### src/rtl/alu_muldiv_if.sv
// Operand/result bundle for alu_muldiv. The master side drives operands and
// the start request; the slave side (the ALU) returns the registered result,
// flags and the busy/done status.
interface alu_muldiv_if #(
  parameter int WIDTH = 16
) ();
  logic [WIDTH-1:0] A;
  logic [WIDTH-1:0] B;
  logic [4:0]       aluOp;
  logic             execute;
  logic [WIDTH-1:0] aluOut;
  logic             C;
  logic             Z;
  logic             S;
  logic             V;
  logic             busy;
  logic             done;

  modport master (
    output A, B, aluOp, execute,
    input  aluOut, C, Z, S, V, busy, done
  );

  modport slave (
    input  A, B, aluOp, execute,
    output aluOut, C, Z, S, V, busy, done
  );
endinterface

### src/rtl/alu_muldiv.sv
// alu_muldiv: single-cycle ALU with an iterative shift-add multiplier and an
// optional restoring divider. Results and flags are registered; done pulses
// for one cycle whenever an accepted operation completes.
// Build option: define ALU_MULDIV_DIV_EN to include DIVU/REMU; without it
// opcodes 10/11 are treated as no-ops and the divider is not built.
module alu_muldiv #(
  parameter int WIDTH = 16
) (
  input  logic          CLK,
  input  logic          RSTb,
  alu_muldiv_if.slave   bus
);

  localparam int CW = $clog2(WIDTH);

  localparam logic [4:0] OP_MOV   = 5'd0;
  localparam logic [4:0] OP_ADD   = 5'd1;
  localparam logic [4:0] OP_ADC   = 5'd2;
  localparam logic [4:0] OP_SUB   = 5'd3;
  localparam logic [4:0] OP_SBB   = 5'd4;
  localparam logic [4:0] OP_AND   = 5'd5;
  localparam logic [4:0] OP_OR    = 5'd6;
  localparam logic [4:0] OP_XOR   = 5'd7;
  localparam logic [4:0] OP_MUL   = 5'd8;
  localparam logic [4:0] OP_MULHU = 5'd9;
  localparam logic [4:0] OP_CMP   = 5'd12;
  localparam logic [4:0] OP_TEST  = 5'd13;

  typedef enum logic [1:0] {
    ST_IDLE = 2'd0,
    ST_MUL  = 2'd1
`ifdef ALU_MULDIV_DIV_EN
    , ST_DIV = 2'd2
`endif
  } state_t;

  state_t           state, state_nxt;
  logic [CW-1:0]    cnt;
  logic [WIDTH-1:0] out_r;
  logic             c_r, z_r, s_r, v_r, done_r;

  logic             accept, last, is_mul, is_div, is_multi;

  // Single-cycle datapath results
  logic [WIDTH:0]   sum, dif;
  logic             add_v, sub_v;
  logic [WIDTH-1:0] sc_res;
  logic             sc_c, sc_v, sc_wr_out, sc_wr_flg;

  // Iterative datapath state (operands captured at accept)
  logic [WIDTH-1:0] mcand, prod_hi, prod_lo;
  logic [WIDTH-1:0] hi_nxt, lo_nxt;
  logic [WIDTH:0]   mul_sum;
  logic             hi_sel;
  logic [WIDTH-1:0] mc_res;
  logic             mc_v;

`ifdef ALU_MULDIV_DIV_EN
  logic [WIDTH-1:0] dvsr, dvnd, rem, quo, rem_nxt, quo_nxt;
  logic [WIDTH:0]   shifted, trial;
`endif

  assign accept = bus.execute && (state == ST_IDLE);
  assign last   = (cnt == CW'(WIDTH - 1));
  assign is_mul = (bus.aluOp == OP_MUL) || (bus.aluOp == OP_MULHU);
`ifdef ALU_MULDIV_DIV_EN
  assign is_div = (bus.aluOp == 5'd10) || (bus.aluOp == 5'd11);
`else
  assign is_div = 1'b0;
`endif
  assign is_multi = is_mul || is_div;

  // Single-cycle result/flag selection; CMP and TEST compute but do not write aluOut
  always_comb begin
    sum   = {1'b0, bus.A} + {1'b0, bus.B} + {{WIDTH{1'b0}}, (bus.aluOp == OP_ADC) & c_r};
    dif   = {1'b0, bus.A} - {1'b0, bus.B} - {{WIDTH{1'b0}}, (bus.aluOp == OP_SBB) & c_r};
    add_v = (bus.A[WIDTH-1] == bus.B[WIDTH-1]) && (sum[WIDTH-1] != bus.A[WIDTH-1]);
    sub_v = (bus.A[WIDTH-1] != bus.B[WIDTH-1]) && (dif[WIDTH-1] != bus.A[WIDTH-1]);
    sc_res    = '0;
    sc_c      = 1'b0;
    sc_v      = 1'b0;
    sc_wr_out = 1'b0;
    sc_wr_flg = 1'b0;
    case (bus.aluOp)
      OP_MOV: begin
        sc_res = bus.B; sc_wr_out = 1'b1; sc_wr_flg = 1'b1;
      end
      OP_ADD, OP_ADC: begin
        sc_res = sum[WIDTH-1:0]; sc_c = sum[WIDTH]; sc_v = add_v;
        sc_wr_out = 1'b1; sc_wr_flg = 1'b1;
      end
      OP_SUB, OP_SBB, OP_CMP: begin
        sc_res = dif[WIDTH-1:0]; sc_c = dif[WIDTH]; sc_v = sub_v;
        sc_wr_out = (bus.aluOp != OP_CMP); sc_wr_flg = 1'b1;
      end
      OP_AND, OP_TEST: begin
        sc_res = bus.A & bus.B;
        sc_wr_out = (bus.aluOp == OP_AND); sc_wr_flg = 1'b1;
      end
      OP_OR: begin
        sc_res = bus.A | bus.B; sc_wr_out = 1'b1; sc_wr_flg = 1'b1;
      end
      OP_XOR: begin
        sc_res = bus.A ^ bus.B; sc_wr_out = 1'b1; sc_wr_flg = 1'b1;
      end
      default: ;
    endcase
  end

  // One shift-add step: add multiplicand when the current multiplier bit is set
  always_comb begin
    mul_sum = {1'b0, prod_hi} + (prod_lo[0] ? {1'b0, mcand} : {(WIDTH+1){1'b0}});
    hi_nxt  = mul_sum[WIDTH:1];
    lo_nxt  = {mul_sum[0], prod_lo[WIDTH-1:1]};
  end

`ifdef ALU_MULDIV_DIV_EN
  // One restoring-division step: keep the trial difference when it does not borrow
  always_comb begin
    shifted = {rem, quo[WIDTH-1]};
    trial   = shifted - {1'b0, dvsr};
    if (!trial[WIDTH]) begin
      rem_nxt = trial[WIDTH-1:0];
      quo_nxt = {quo[WIDTH-2:0], 1'b1};
    end else begin
      rem_nxt = shifted[WIDTH-1:0];
      quo_nxt = {quo[WIDTH-2:0], 1'b0};
    end
  end
`endif

  // Final multi-cycle result, taken from the step completing on the last edge
  always_comb begin
    mc_res = hi_sel ? hi_nxt : lo_nxt;
    mc_v   = 1'b0;
`ifdef ALU_MULDIV_DIV_EN
    if (state == ST_DIV) begin
      if (dvsr == '0) begin
        mc_res = hi_sel ? dvnd : {WIDTH{1'b1}};
        mc_v   = 1'b1;
      end else begin
        mc_res = hi_sel ? rem_nxt : quo_nxt;
      end
    end
`endif
  end

  // Control FSM next state
  always_comb begin
    state_nxt = state;
    case (state)
      ST_IDLE: begin
        if (accept && is_mul) state_nxt = ST_MUL;
`ifdef ALU_MULDIV_DIV_EN
        else if (accept && is_div) state_nxt = ST_DIV;
`endif
      end
      ST_MUL: if (last) state_nxt = ST_IDLE;
`ifdef ALU_MULDIV_DIV_EN
      ST_DIV: if (last) state_nxt = ST_IDLE;
`endif
      default: state_nxt = ST_IDLE;
    endcase
  end

  // Control FSM state register
  always_ff @(posedge CLK or negedge RSTb) begin
    if (!RSTb) state <= ST_IDLE;
    else       state <= state_nxt;
  end

  // Iteration counter, registered result, flags and completion pulse
  always_ff @(posedge CLK or negedge RSTb) begin
    if (!RSTb) begin
      cnt    <= '0;
      out_r  <= '0;
      c_r    <= 1'b0;
      z_r    <= 1'b0;
      s_r    <= 1'b0;
      v_r    <= 1'b0;
      done_r <= 1'b0;
    end else begin
      done_r <= 1'b0;
      if (accept) begin
        cnt <= '0;
        if (!is_multi) begin
          done_r <= 1'b1;
          if (sc_wr_out) out_r <= sc_res;
          if (sc_wr_flg) begin
            c_r <= sc_c;
            z_r <= (sc_res == '0);
            s_r <= sc_res[WIDTH-1];
            v_r <= sc_v;
          end
        end
      end else if (state != ST_IDLE) begin
        cnt <= cnt + CW'(1);
        if (last) begin
          cnt    <= '0;
          done_r <= 1'b1;
          out_r  <= mc_res;
          c_r    <= 1'b0;
          z_r    <= (mc_res == '0);
          s_r    <= mc_res[WIDTH-1];
          v_r    <= mc_v;
        end
      end
    end
  end

  // Operand capture and per-cycle iteration registers (datapath, no reset)
  always_ff @(posedge CLK) begin
    if (accept) begin
      mcand   <= bus.A;
      prod_hi <= '0;
      prod_lo <= bus.B;
      hi_sel  <= bus.aluOp[0];
`ifdef ALU_MULDIV_DIV_EN
      dvsr    <= bus.B;
      dvnd    <= bus.A;
      rem     <= '0;
      quo     <= bus.A;
`endif
    end else if (state == ST_MUL) begin
      prod_hi <= hi_nxt;
      prod_lo <= lo_nxt;
    end
`ifdef ALU_MULDIV_DIV_EN
    else if (state == ST_DIV) begin
      rem <= rem_nxt;
      quo <= quo_nxt;
    end
`endif
  end

  assign bus.aluOut = out_r;
  assign bus.C      = c_r;
  assign bus.Z      = z_r;
  assign bus.S      = s_r;
  assign bus.V      = v_r;
  assign bus.busy   = (state != ST_IDLE);
  assign bus.done   = done_r;

endmodule

### src/flat_wrapper.sv
// flat-port wrapper written by rule: the top's interface ports become plain ports
module alu_muldiv_flat 
#(
  parameter int WIDTH = 16
)
  (CLK, RSTb, bus_A, bus_B, bus_aluOp, bus_execute, bus_aluOut, bus_C, bus_Z, bus_S, bus_V, bus_busy, bus_done);
  alu_muldiv_if #(.WIDTH(WIDTH)) bus_i ();
  input  logic CLK;
  input  logic RSTb;
  input wire logic [$bits(bus_i.A)-1:0] bus_A;
  input wire logic [$bits(bus_i.B)-1:0] bus_B;
  input wire logic [$bits(bus_i.aluOp)-1:0] bus_aluOp;
  input wire logic [$bits(bus_i.execute)-1:0] bus_execute;
  output wire logic [$bits(bus_i.aluOut)-1:0] bus_aluOut;
  output wire logic [$bits(bus_i.C)-1:0] bus_C;
  output wire logic [$bits(bus_i.Z)-1:0] bus_Z;
  output wire logic [$bits(bus_i.S)-1:0] bus_S;
  output wire logic [$bits(bus_i.V)-1:0] bus_V;
  output wire logic [$bits(bus_i.busy)-1:0] bus_busy;
  output wire logic [$bits(bus_i.done)-1:0] bus_done;
  assign bus_i.A = bus_A;
  assign bus_i.B = bus_B;
  assign bus_i.aluOp = bus_aluOp;
  assign bus_i.execute = bus_execute;
  assign bus_aluOut = bus_i.aluOut;
  assign bus_C = bus_i.C;
  assign bus_Z = bus_i.Z;
  assign bus_S = bus_i.S;
  assign bus_V = bus_i.V;
  assign bus_busy = bus_i.busy;
  assign bus_done = bus_i.done;
  alu_muldiv #(.WIDTH(WIDTH)) u_core (.CLK(CLK), .RSTb(RSTb), .bus(bus_i));
endmodule
### config.mk
export PLATFORM = sky130hd
export DESIGN_NAME = alu_muldiv_flat
export DESIGN_NICKNAME = d
export VERILOG_FILES = /design/src/rtl/alu_muldiv_if.sv /design/src/rtl/alu_muldiv.sv /design/src/flat_wrapper.sv
export SDC_FILE = /design/constraint.sdc
export NUM_CORES = 1
export LEC_CHECK = 0
export BUFFER_PORTS_ARGS = -buffer_cell sky130_fd_sc_hd__buf_2
export CAP_MARGIN = 20
export CORE_MARGIN = 2
export CORE_UTILIZATION = 51
export CTS_BUF_LIST = sky130_fd_sc_hd__clkbuf_2
export DETAILED_ROUTE_END_ITERATION = 6
export GPL_TIMING_DRIVEN = 1
export PLACE_DENSITY = 0.82
export SETUP_SLACK_MARGIN = 0.1
export SLEW_MARGIN = 20
export SYNTH_ARGS = -nofsm -noshare
export SYNTH_HDL_FRONTEND = slang
export SYNTH_SLANG_ARGS = --single-unit
### constraint.sdc
create_clock -name CLK -period 3.5 [get_ports CLK]
set_clock_uncertainty 0.15 [all_clocks]
set_input_delay 0.525 -clock CLK [delete_from_list [all_inputs] [get_ports CLK]]
set_output_delay 0.525 -clock CLK [all_outputs]
set_load 0.01 [all_outputs]
==> flow_summary.json, run 1 <==
{
  "status": "completed",
  "synthXorXnorAreaFrac": 0.03852,
  "grt_pass1_wl_um": 32510,
  "synth_seq_area_share": 0.2876,
  "synthSimpleGateAreaFrac": 0.1730,
  "path_class": "reg2reg",
  "vdd_ir_drop_max_mv": 0.1986,
  "synthCells": 790,
  "async_flop_share": 0.3467,
  "critical_path.max_fanout": 3,
  "initialDrtViolationCount": 707,
  "via_per_inst": 5.971,
  "cts_tree": "done",
  "startpoint_type": "flop",
  "fin_util": 0.6401,
  "regArea_um2": 1962,
  "postSynthAreaPerCell_um2": 8.635,
  "cp_top_family": "simple AND/OR/NAND/NOR gates",
  "drt_pass1_iterations": 5,
  "setup_viol": 0,
  "drcViolationCount": 0,
  "initial_utilization": 0.5192,
  "hold_end": "u_core.mcand[11]",
  "die_y_um": 119.7,
  "slew_headroom": 0.2491,
  "grt_pass1_vias": 6367,
  "arrival_ps": 3750,
  "required_ps": 3860,
  "num_vias": 6735,
  "worst_pin_slew_ps": 1110,
  "insertion_delay_ps": 570,
  "most-common-layout-cells": "buf_4 (114), nand2_1 (76), ha_1 (75), inv_1 (64), buf_2 (61)",
  "cp_cell_sequence": "nand3_2 -> fa_2 -> fa_2 -> o21a_1 -> o221ai_2 -> o221ai_2 -> and3b_1 -> a311o_1 -> or3_4 -> nor4_1 -> nand4_1 -> nand2_1",
  "ys_warn_count": 0,
  "drv_slew": 0,
  "fill_cells": 1141,
  "overflow": 0,
  "grt_max_degree": 42,
  "fin_nets": 1070,
  "rsz0062_at_grt": "yes",
  "synthAdderAreaFrac": 0.1596,
  "synth_mux_area_frac": 0.03283,
  "synth-compound-area-share": 0.2539,
  "hold_viol": 0,
  "synth_top_family_by_area": "compound AO/OA/AOI/OAI gates",
  "die_x_um": 119.7,
  "core-area_um2": 13140,
  "io_buffers": 61,
  "worstSetupEndpointType": "flop",
  "dieArea_um2": 14320,
  "place.gp.congestion": 0.9643,
  "reg2reg_slack_ps": 110,
  "fmax_mhz": 295.2,
  "max_stage_delay_ps": 460,
  "wirelength_um": 20550,
  "antenna_found_initial": 1,
  "htreeDepth": 3,
  "timing.critical_path.buf_inv": 0,
  "rr_worst_depth": 12,
  "synth_cell_types": 78,
  "clk_pin_slew_ps": 220,
  "syn_area_um2": 6822,
  "place_hpwl_um": 16280,
  "min_from": "bus_A[11]",
  "yosys_register_bits": 75,
  "fin_crit_ps": 3387,
  "drive_gt1_frac": 0.2650,
  "cts_buffers": 9,
  "drv_cap": 0,
  "whs_ps": 25.18,
  "final_common_cell": "buf_4",
  "grt_usage": 0.2889,
  "synth_edf_count": 33,
  "crit_slowest_cell": "dfrtp_1",
  "clockBufferDepth": 2,
  "reg2reg_from": "u_core.bus.C",
  "p_per_area_nw_per_um2": 511.8,
  "cts_root_buf": "clkbuf_2",
  "clock-sinks": 75,
  "ant_nets": 0,
  "syn-num-nets": 914,
  "reg2reg_to": "u_core.bus.Z",
  "whs_path_depth": 1,
  "min_path_type": "in2reg",
  "ys.flop_type": "edfxtp_1",
  "fin_crit_sh": 0.9677,
  "power_leakage_nw": 3.912,
  "multiInputGateArea_um2": 4701,
  "fin_tns_setup_ps": 0,
  "wl_per_cell_um": 18.22,
  "row_count": 42,
  "areaGrowthSynthToFinish_pct": 23.28,
  "ioPinCount": 62
}
[worst reg2reg max path, stage by stage (launching register included)]
cell	delay, ps
dfrtp_1	460
nand3_2	120
fa_2	370
fa_2	360
o21a_1	220
o221ai_2	250
o221ai_2	130
and3b_1	190
a311o_1	270
or3_4	350
nor4_1	240
nand4_1	130
nand2_1	90
[worst max path at each step]
stage	start	to	slack, ps	depth (start not counted)
final	u_core.bus.C	u_core.bus.Z	110	12
after global placement	bus_aluOp[3]	u_core.bus.S	-360	13
after CTS	u_core.prod_lo[0]	u_core.bus.Z	60	13
after floorplan	bus_aluOp[3]	u_core.bus.S	-30	15
after detailed placement	bus_aluOp[3]	u_core.bus.aluOut[15]	-370	13
after global routing	u_core.bus.C	u_core.bus.Z	-30	15
[where the power goes]
group          leakage (nW)  switching (W)  total [W]  internal, W
clock                0.0643       0.000340   0.000440    0.0000994
sequential            0.783       0.000188    0.00143      0.00124
combinational          3.06        0.00133    0.00243      0.00110
total                  3.91        0.00186    0.00430      0.00244
[timing repair]
action	4_1_cts	5_1_grt
gates cloned	0	0
resized for setup	7	28
buffers inserted	0	7
endpoints found under the setup margin	4	8
pin swaps	4	8
hold buffers	1	0
endpoints found under the hold margin	26	0
[metal layers]
metal / vias to the layer above / wire length [um] / global-route usage
li1: 3210 / - / -
met1: 3232 / 8796 / 0.3814
met2: 237 / 9791 / 0.4782
met3: 56 / 1301 / 0.05086
met4: 0 / 658 / 0.1000
met5: - / 0 / 0
[kinds of logic after synthesis]
kind of cell / Yosys count
AO/OA/AOI/OAI: 251
AND/OR/NAND/NOR: 232
buffers and inverters: 97
adder cells (fa/ha/maj): 84
flip-flops: 75
XOR/XNOR: 30
multiplexers: 21
[synth_stat cells (18+ instances only)]
| cell | number | area share |
|---|---|---|
| xnor2_1 | 18 | 0.023 |
| ha_1 | 79 | 0.14 |
| dfrtp_1 | 26 | 0.095 |
| nand2_1 | 76 | 0.042 |
| edfxtp_1 | 33 | 0.15 |
| o21ai_0 | 56 | 0.041 |
| inv_1 | 65 | 0.036 |
| clkbuf_1 | 27 | 0.015 |
| nor2_1 | 43 | 0.024 |
| and2_1 | 24 | 0.022 |
| a22o_1 | 18 | 0.023 |
| a21oi_1 | 48 | 0.035 |
[area by class of cell]
type | instances | area share
inverter | 65 | 0.02901
multi-input combinational | 618 | 0.5590
antenna | 1 | 0.0002976
timing repair buffer | 177 | 0.1406
clock buffer | 9 | 0.005356
tap | 176 | 0.02619
sequential | 75 | 0.2333
clock inverter | 7 | 0.006249
[metrics by stage]
step / area (um2) / worst slack, ps / std cells / power [W]
2_1_floorplan: 6878 / -25.85 / 790 / 0.002907
3_3_place_gp: 8083 / -360.0 / 1103 / 0.003598
3_5_place_dp: 8083 / -368.5 / 1103 / 0.003667
4_1_cts: 8234 / 61.51 / 1120 / 0.004144
5_1_grt: 8407 / -32.36 / 1127 / 0.004602
6_report: 8409 / 112.9 / 1128 / 0.004304
[flip-flops by register name, summed over array words and instances, names as in the netlist]
name,flops
u_core.bus.aluOut,16
u_core.mcand,16
u_core.prod_hi,16
u_core.prod_lo,16
u_core.cnt,4
u_core.bus.C,1
u_core.bus.S,1
u_core.bus.V,1
u_core.bus.Z,1
u_core.bus.done,1
u_core.hi_sel,1
u_core.state,1
No activity file was read; power rests on OpenSTA's default activity.
==> inputs of run 2 (changes only) <==
--- a/config.mk
+++ b/config.mk
@@ -12,7 +12,7 @@
 export CTS_BUF_LIST = sky130_fd_sc_hd__clkbuf_2
 export DETAILED_ROUTE_END_ITERATION = 6
 export GPL_TIMING_DRIVEN = 1
-export PLACE_DENSITY = 0.82
+export PLACE_DENSITY = 0.79
 export SETUP_SLACK_MARGIN = 0.1
 export SLEW_MARGIN = 20
 export SYNTH_ARGS = -nofsm -noshare
==> constraint.sdc (replaced) <==
create_clock -name CLK -period 3.55 [get_ports CLK]
set_clock_uncertainty 0.15 [all_clocks]
set_input_delay 0.5325 -clock CLK [delete_from_list [all_inputs] [get_ports CLK]]
set_output_delay 0.5325 -clock CLK [all_outputs]
set_load 0.05 [all_outputs]
==> run 2 against run 1 <==
Net effect:
- maximum frequency decreased by 2.0%
- combinational power grew 8.2%
- global-route usage down 0.25 points
- core utilization shrank 0.26 points
- total power increased by 5.2%
- via count barely moved
- non-clock buffer count decreased by 8
- register-to-register slack worse by 20 ps
- sequential power about the same
- die area unchanged
- cell area down 0.40%
- worst hold slack improved by 5.9 ps
- critical path type unchanged
- largest power group unchanged
==> flow_summary.json, run 2 (synthesized netlist as in run 1, its figures left out) <==
{
  "status": "completed",
  "ant_nets": 0,
  "cts_tree": "done",
  "fin_crit_ps": 3456,
  "final_common_cell": "buf_4",
  "hold_viol": 0,
  "clock-sinks": 75,
  "cp-startpoint": "u_core.bus.C",
  "worstSetupEndpointType": "flop",
  "wl_per_cell_um": 18.46,
  "die_y_um": 119.7,
  "vdd_ir_drop_max_mv": 0.2377,
  "setup_viol": 0,
  "min_path_type": "in2reg",
  "die_x_um": 119.7,
  "min_from": "bus_A[11]",
  "clk_pin_slew_ps": 220,
  "whs_ps": 31.10,
  "reg2reg_to": "u_core.bus.S",
  "fin_crit_sh": 0.9736,
  "grt_max_degree": 51,
  "fmax_mhz": 289.3,
  "overflow": 0,
  "whs_path_depth": 1,
  "worst_pin_slew_ps": 881.9,
  "most-common-layout-cells": "buf_4 (107), nand2_1 (76), ha_1 (75), inv_1 (64), buf_2 (61)",
  "num_vias": 6737,
  "reg2reg_from": "u_core.bus.C",
  "areaGrowthSynthToFinish_pct": 22.78,
  "p_per_area_nw_per_um2": 540.8,
  "drt_pass1_iterations": 6,
  "arrival_ps": 3790,
  "core-area_um2": 13140,
  "cts_buffers": 9,
  "required_ps": 3890,
  "post-route-worst-setup-slack_ps": 93.70,
  "reg2reg_slack_ps": 90,
  "power_leakage_nw": 3.897,
  "cts_root_buf": "clkbuf_2",
  "path_class": "reg2reg",
  "place_hpwl_um": 16310,
  "drive_gt1_frac": 0.2619,
  "n_antenna_cell": 0,
  "drcViolationCount": 0,
  "drv_slew": 0,
  "grt_pass1_vias": 6411,
  "place.gp.congestion": 0.9802,
  "clockBufferDepth": 2,
  "via_per_inst": 6.021,
  "insertion_delay_ps": 570,
  "slew_headroom": 0.4036,
  "row_count": 42,
  "startpoint_type": "flop",
  "antenna_found_initial": 0,
  "hold_end": "u_core.mcand[11]",
  "dp_worst_setup_slack_ps": -367.3,
  "fin_nets": 1062,
  "rr_worst_depth": 13,
  "drv_cap": 0,
  "rsz0062_at_grt": "yes",
  "fin_util": 0.6375,
  "critical_path.max_fanout": 3,
  "io_buffers": 61,
  "dieArea_um2": 14320,
  "ioPinCount": 62,
  "grt_pass1_wl_um": 32440,
  "wirelength_um": 20660,
  "initial_utilization": 0.5192,
  "htreeDepth": 3,
  "grt_usage": 0.2864,
  "initialDrtViolationCount": 691
}
run 2: cell types whose count changed in the layout (fill, tap and decap cells not counted), sizes merged:
cell	delta
buf	-8
bufinv	+1
clkbuf	+2
clkinv	-4
clkinvlp	+2
diode	-1
inv	-1
run 2: report_power, final:
group	internal, W	switching (W)
Sequential	0.00122	0.000175
Combinational	0.00105	0.00158
Clock	0.000172	0.000331
Total	0.00244	0.00209
run 2: metal layers:
metal	vias up	share of wire	GRT usage
met5	-	0	0
met4	0	0.030	0.1044
met3	47	0.078	0.04087
met2	296	0.47	0.4743
met1	3206	0.42	0.3817
li1	3188	-	-
run 2: worst max-delay path by stage:
| stage | to | slack [ps] |
|---|---|---|
| after CTS | u_core.bus.Z | 90 |
| final | u_core.bus.S | 90 |
| after global routing | u_core.bus.S | -30 |
| after global placement | u_core.bus.Z | -280 |
| after detailed placement | u_core.bus.S | -370 |
| after floorplan | u_core.bus.S | -30 |
run 2: metrics by stage:
| stage | total power [W] | instance area, um2 | setup TNS, ps | cells |
|---|---|---|---|---|
| 4_1_cts | 0.004390 | 8205 | 0 | 1116 |
| 3_5_place_dp | 0.003886 | 8063 | -2087 | 1099 |
| 2_1_floorplan | 0.003139 | 6890 | -63.26 | 790 |
| 5_1_grt | 0.004803 | 8376 | -30.55 | 1119 |
| 6_report | 0.004530 | 8376 | 0 | 1119 |
| 3_3_place_gp | 0.003830 | 8063 | -1527 | 1099 |
run 2: critical path: stages, from the launching register on:
cell and delay, ps:
dfrtp_1 460, nand3_2 110, fa_2 590, inv_2 50, ha_4 150, o211ai_1 210, and3b_2 280, o31ai_4 100
a31oi_4 240, nand4b_1 180, nand3_2 120, a221oi_4 350, o21ai_2 110, mux2_4 290
run 2: layout make-up:
cell class | instances | area (um2)
sequential | 75 | 1962
fill | 1139 | 4762
clock inverter | 5 | 62.56
timing repair buffer | 169 | 1119
multi-input combinational | 618 | 4713
inverter | 65 | 244.0
clock buffer | 11 | 55.05
tap | 176 | 220.2
run 2: timing repair:
item / 4_1_cts / 5_1_grt
hold buffers: 1 / 0
resized for setup: 4 / 31
setup buffers: 0 / 3
setup endpoints to repair: 3 / 6
hold endpoints to repair: 26 / 0
pin swaps: 0 / 20
==> inputs of run 3 (changes only) <==
--- a/config.mk
+++ b/config.mk
@@ -7,6 +7,7 @@
 export LEC_CHECK = 0
 export BUFFER_PORTS_ARGS = -buffer_cell sky130_fd_sc_hd__buf_2
 export CAP_MARGIN = 20
+export CORE_ASPECT_RATIO = 0.8
 export CORE_MARGIN = 2
 export CORE_UTILIZATION = 51
 export CTS_BUF_LIST = sky130_fd_sc_hd__clkbuf_2
==> run 3 against run 2 <==
Net effect:
- non-clock buffer count fell by 4
- die area hardly changed
- cell area fell by 0.51%
- largest cell class unchanged
- highest routed layer unchanged
==> flow_summary.json, run 3 (synthesized netlist as in run 1, its figures left out) <==
{
  "status": "completed",
  "dp_worst_setup_slack_ps": -362.8,
  "cp_top_family": "compound AO/OA/AOI/OAI gates",
  "post-route-worst-setup-slack_ps": 119.3,
  "fin_util": 0.6429,
  "fmax_mhz": 291.5,
  "die_x_um": 133.3,
  "io_buffers": 61,
  "worst_pin_slew_ps": 1078,
  "dieArea_um2": 14320,
  "htreeDepth": 3,
  "drt_pass1_iterations": 7,
  "areaGrowthSynthToFinish_pct": 22.16,
  "place_hpwl_um": 16640,
  "reg2reg_to": "u_core.bus.S",
  "whs_ps": 70.87,
  "ioPinCount": 62,
  "worstSetupEndpointType": "flop",
  "n_antenna_cell": 0,
  "path_class": "reg2reg",
  "grt_usage": 0.2915,
  "drv_slew": 0,
  "most-common-layout-cells": "buf_4 (103), nand2_1 (75), ha_1 (75), inv_1 (64), buf_2 (61)",
  "rsz0062_at_grt": "yes",
  "startpoint_type": "flop",
  "min_path_type": "in2reg",
  "arrival_ps": 3740,
  "drive_gt1_frac": 0.2577,
  "grt_pass1_wl_um": 32550,
  "path_common_cell": "o211ai_1",
  "grt_max_degree": 51,
  "final_cell_area_um2": 8333,
  "max_stage_delay_ps": 590,
  "core-area_um2": 12960,
  "timing.critical_path.buf_inv": 0,
  "fin_nets": 1058,
  "clock-sinks": 75,
  "critical_path.max_fanout": 3,
  "via_per_inst": 6.062,
  "cp_cell_sequence": "nand3_2 -> fa_2 -> ha_4 -> o211ai_1 -> and3b_2 -> o31ai_4 -> a31oi_4 -> o211ai_1 -> nand3_1 -> a221oi_2 -> o21ai_2 -> mux2_4",
  "insertion_delay_ps": 550,
  "power_leakage_nw": 3.874,
  "clk_pin_slew_ps": 250,
  "place_area_um2": 8009,
  "overflow": 0,
  "ant_nets": 0,
  "reg2reg_slack_ps": 120,
  "fin_crit_ps": 3431,
  "slew_headroom": 0.2708,
  "whs_path_depth": 2,
  "p_total_w": 0.004559,
  "wirelength_um": 20990,
  "reg2reg_from": "u_core.bus.C",
  "setup_viol": 0,
  "grt_pass1_vias": 6144,
  "rr_worst_depth": 12,
  "cp-startpoint": "u_core.bus.C",
  "final_common_cell": "buf_4",
  "wl_per_cell_um": 18.84,
  "required_ps": 3860,
  "cts_tree": "done",
  "cts_root_buf": "clkbuf_2",
  "place.gp.congestion": 1.034,
  "antenna_found_initial": 0,
  "drv_cap": 0,
  "initialDrtViolationCount": 674,
  "vdd_ir_drop_max_mv": 0.3050,
  "drcViolationCount": 0,
  "clockBufferDepth": 2,
  "min_from": "bus_execute",
  "crit_slowest_cell": "fa_2",
  "hold_end": "u_core.prod_hi[1]",
  "cts_buffers": 9,
  "p_per_area_nw_per_um2": 547.1,
  "num_vias": 6753,
  "die_y_um": 107.4,
  "initial_utilization": 0.5263,
  "row_count": 37,
  "fin_crit_sh": 0.9664,
  "hold_viol": 0
}
-- run 3: changes by cell type in the layout (fill, tap and decap cells not counted), sizes merged --
| cell | change |
|---|---|
| buf | -4 |
| clkbuf | -2 |
| clkinvlp | -1 |
| inv | +3 |
-- run 3: final cells by class --
| cell class | instances | area (um2) |
|---|---|---|
| multi-input cells | 618 | 4695 |
| repair buffers | 165 | 1089 |
| fillers | 1135 | 4629 |
| flip-flops and latches | 75 | 1962 |
| clock buffers | 9 | 45.04 |
| well taps | 175 | 219.0 |
| clock inverters | 7 | 80.08 |
| inverters | 65 | 244.0 |
-- run 3: per-stage QoR --
step                      instances  TNS (ps)
after floorplan                 790    -63.26
after global placement         1091     -1554
after detailed placement       1091     -2175
after CTS                      1109         0
after global routing           1114         0
final                          1114         0
-- run 3: how the worst max path moves through the flow --
stage / to / slack (ps) / cells after the start
after global routing: u_core.bus.Z / 9 / 15
final: u_core.bus.S / 120 / 12
after floorplan: u_core.bus.S / -30 / 15
after global placement: u_core.bus.Z / -260 / 15
after CTS: u_core.bus.Z / 70 / 13
after detailed placement: u_core.bus.aluOut[15] / -360 / 15
-- run 3: worst register-to-register path, stage by stage (launching register included) --
cell	delay (ps)
dfrtp_1	460
nand3_2	120
fa_2	590
ha_4	150
o211ai_1	90
and3b_2	260
o31ai_4	290
a31oi_4	130
o211ai_1	210
nand3_1	170
a221oi_2	370
o21ai_2	110
mux2_4	270
-- run 3: power by group --
part           internal [W]  total (W)  switching, W
registers           0.00122    0.00140      0.000175
logic               0.00104    0.00263       0.00159
clock network      0.000174   0.000526      0.000351
total               0.00244    0.00456       0.00212
-- run 3: layer usage --
layer | track usage | share of wire
met1 | 0.4212 | 0.44
met2 | 0.4496 | 0.43
met3 | 0.04002 | 0.094
met4 | 0.09802 | 0.027
met5 | 0 | 0
-- run 3: what timing repair did --
item | in CTS | in global routing
hold buffers | 1 | 0
buffers inserted | 1 | 5
hold endpoints to repair | 26 | 0
resized for setup | 3 | 29
pin swaps | 0 | 24
endpoints found under the setup margin | 3 | 10
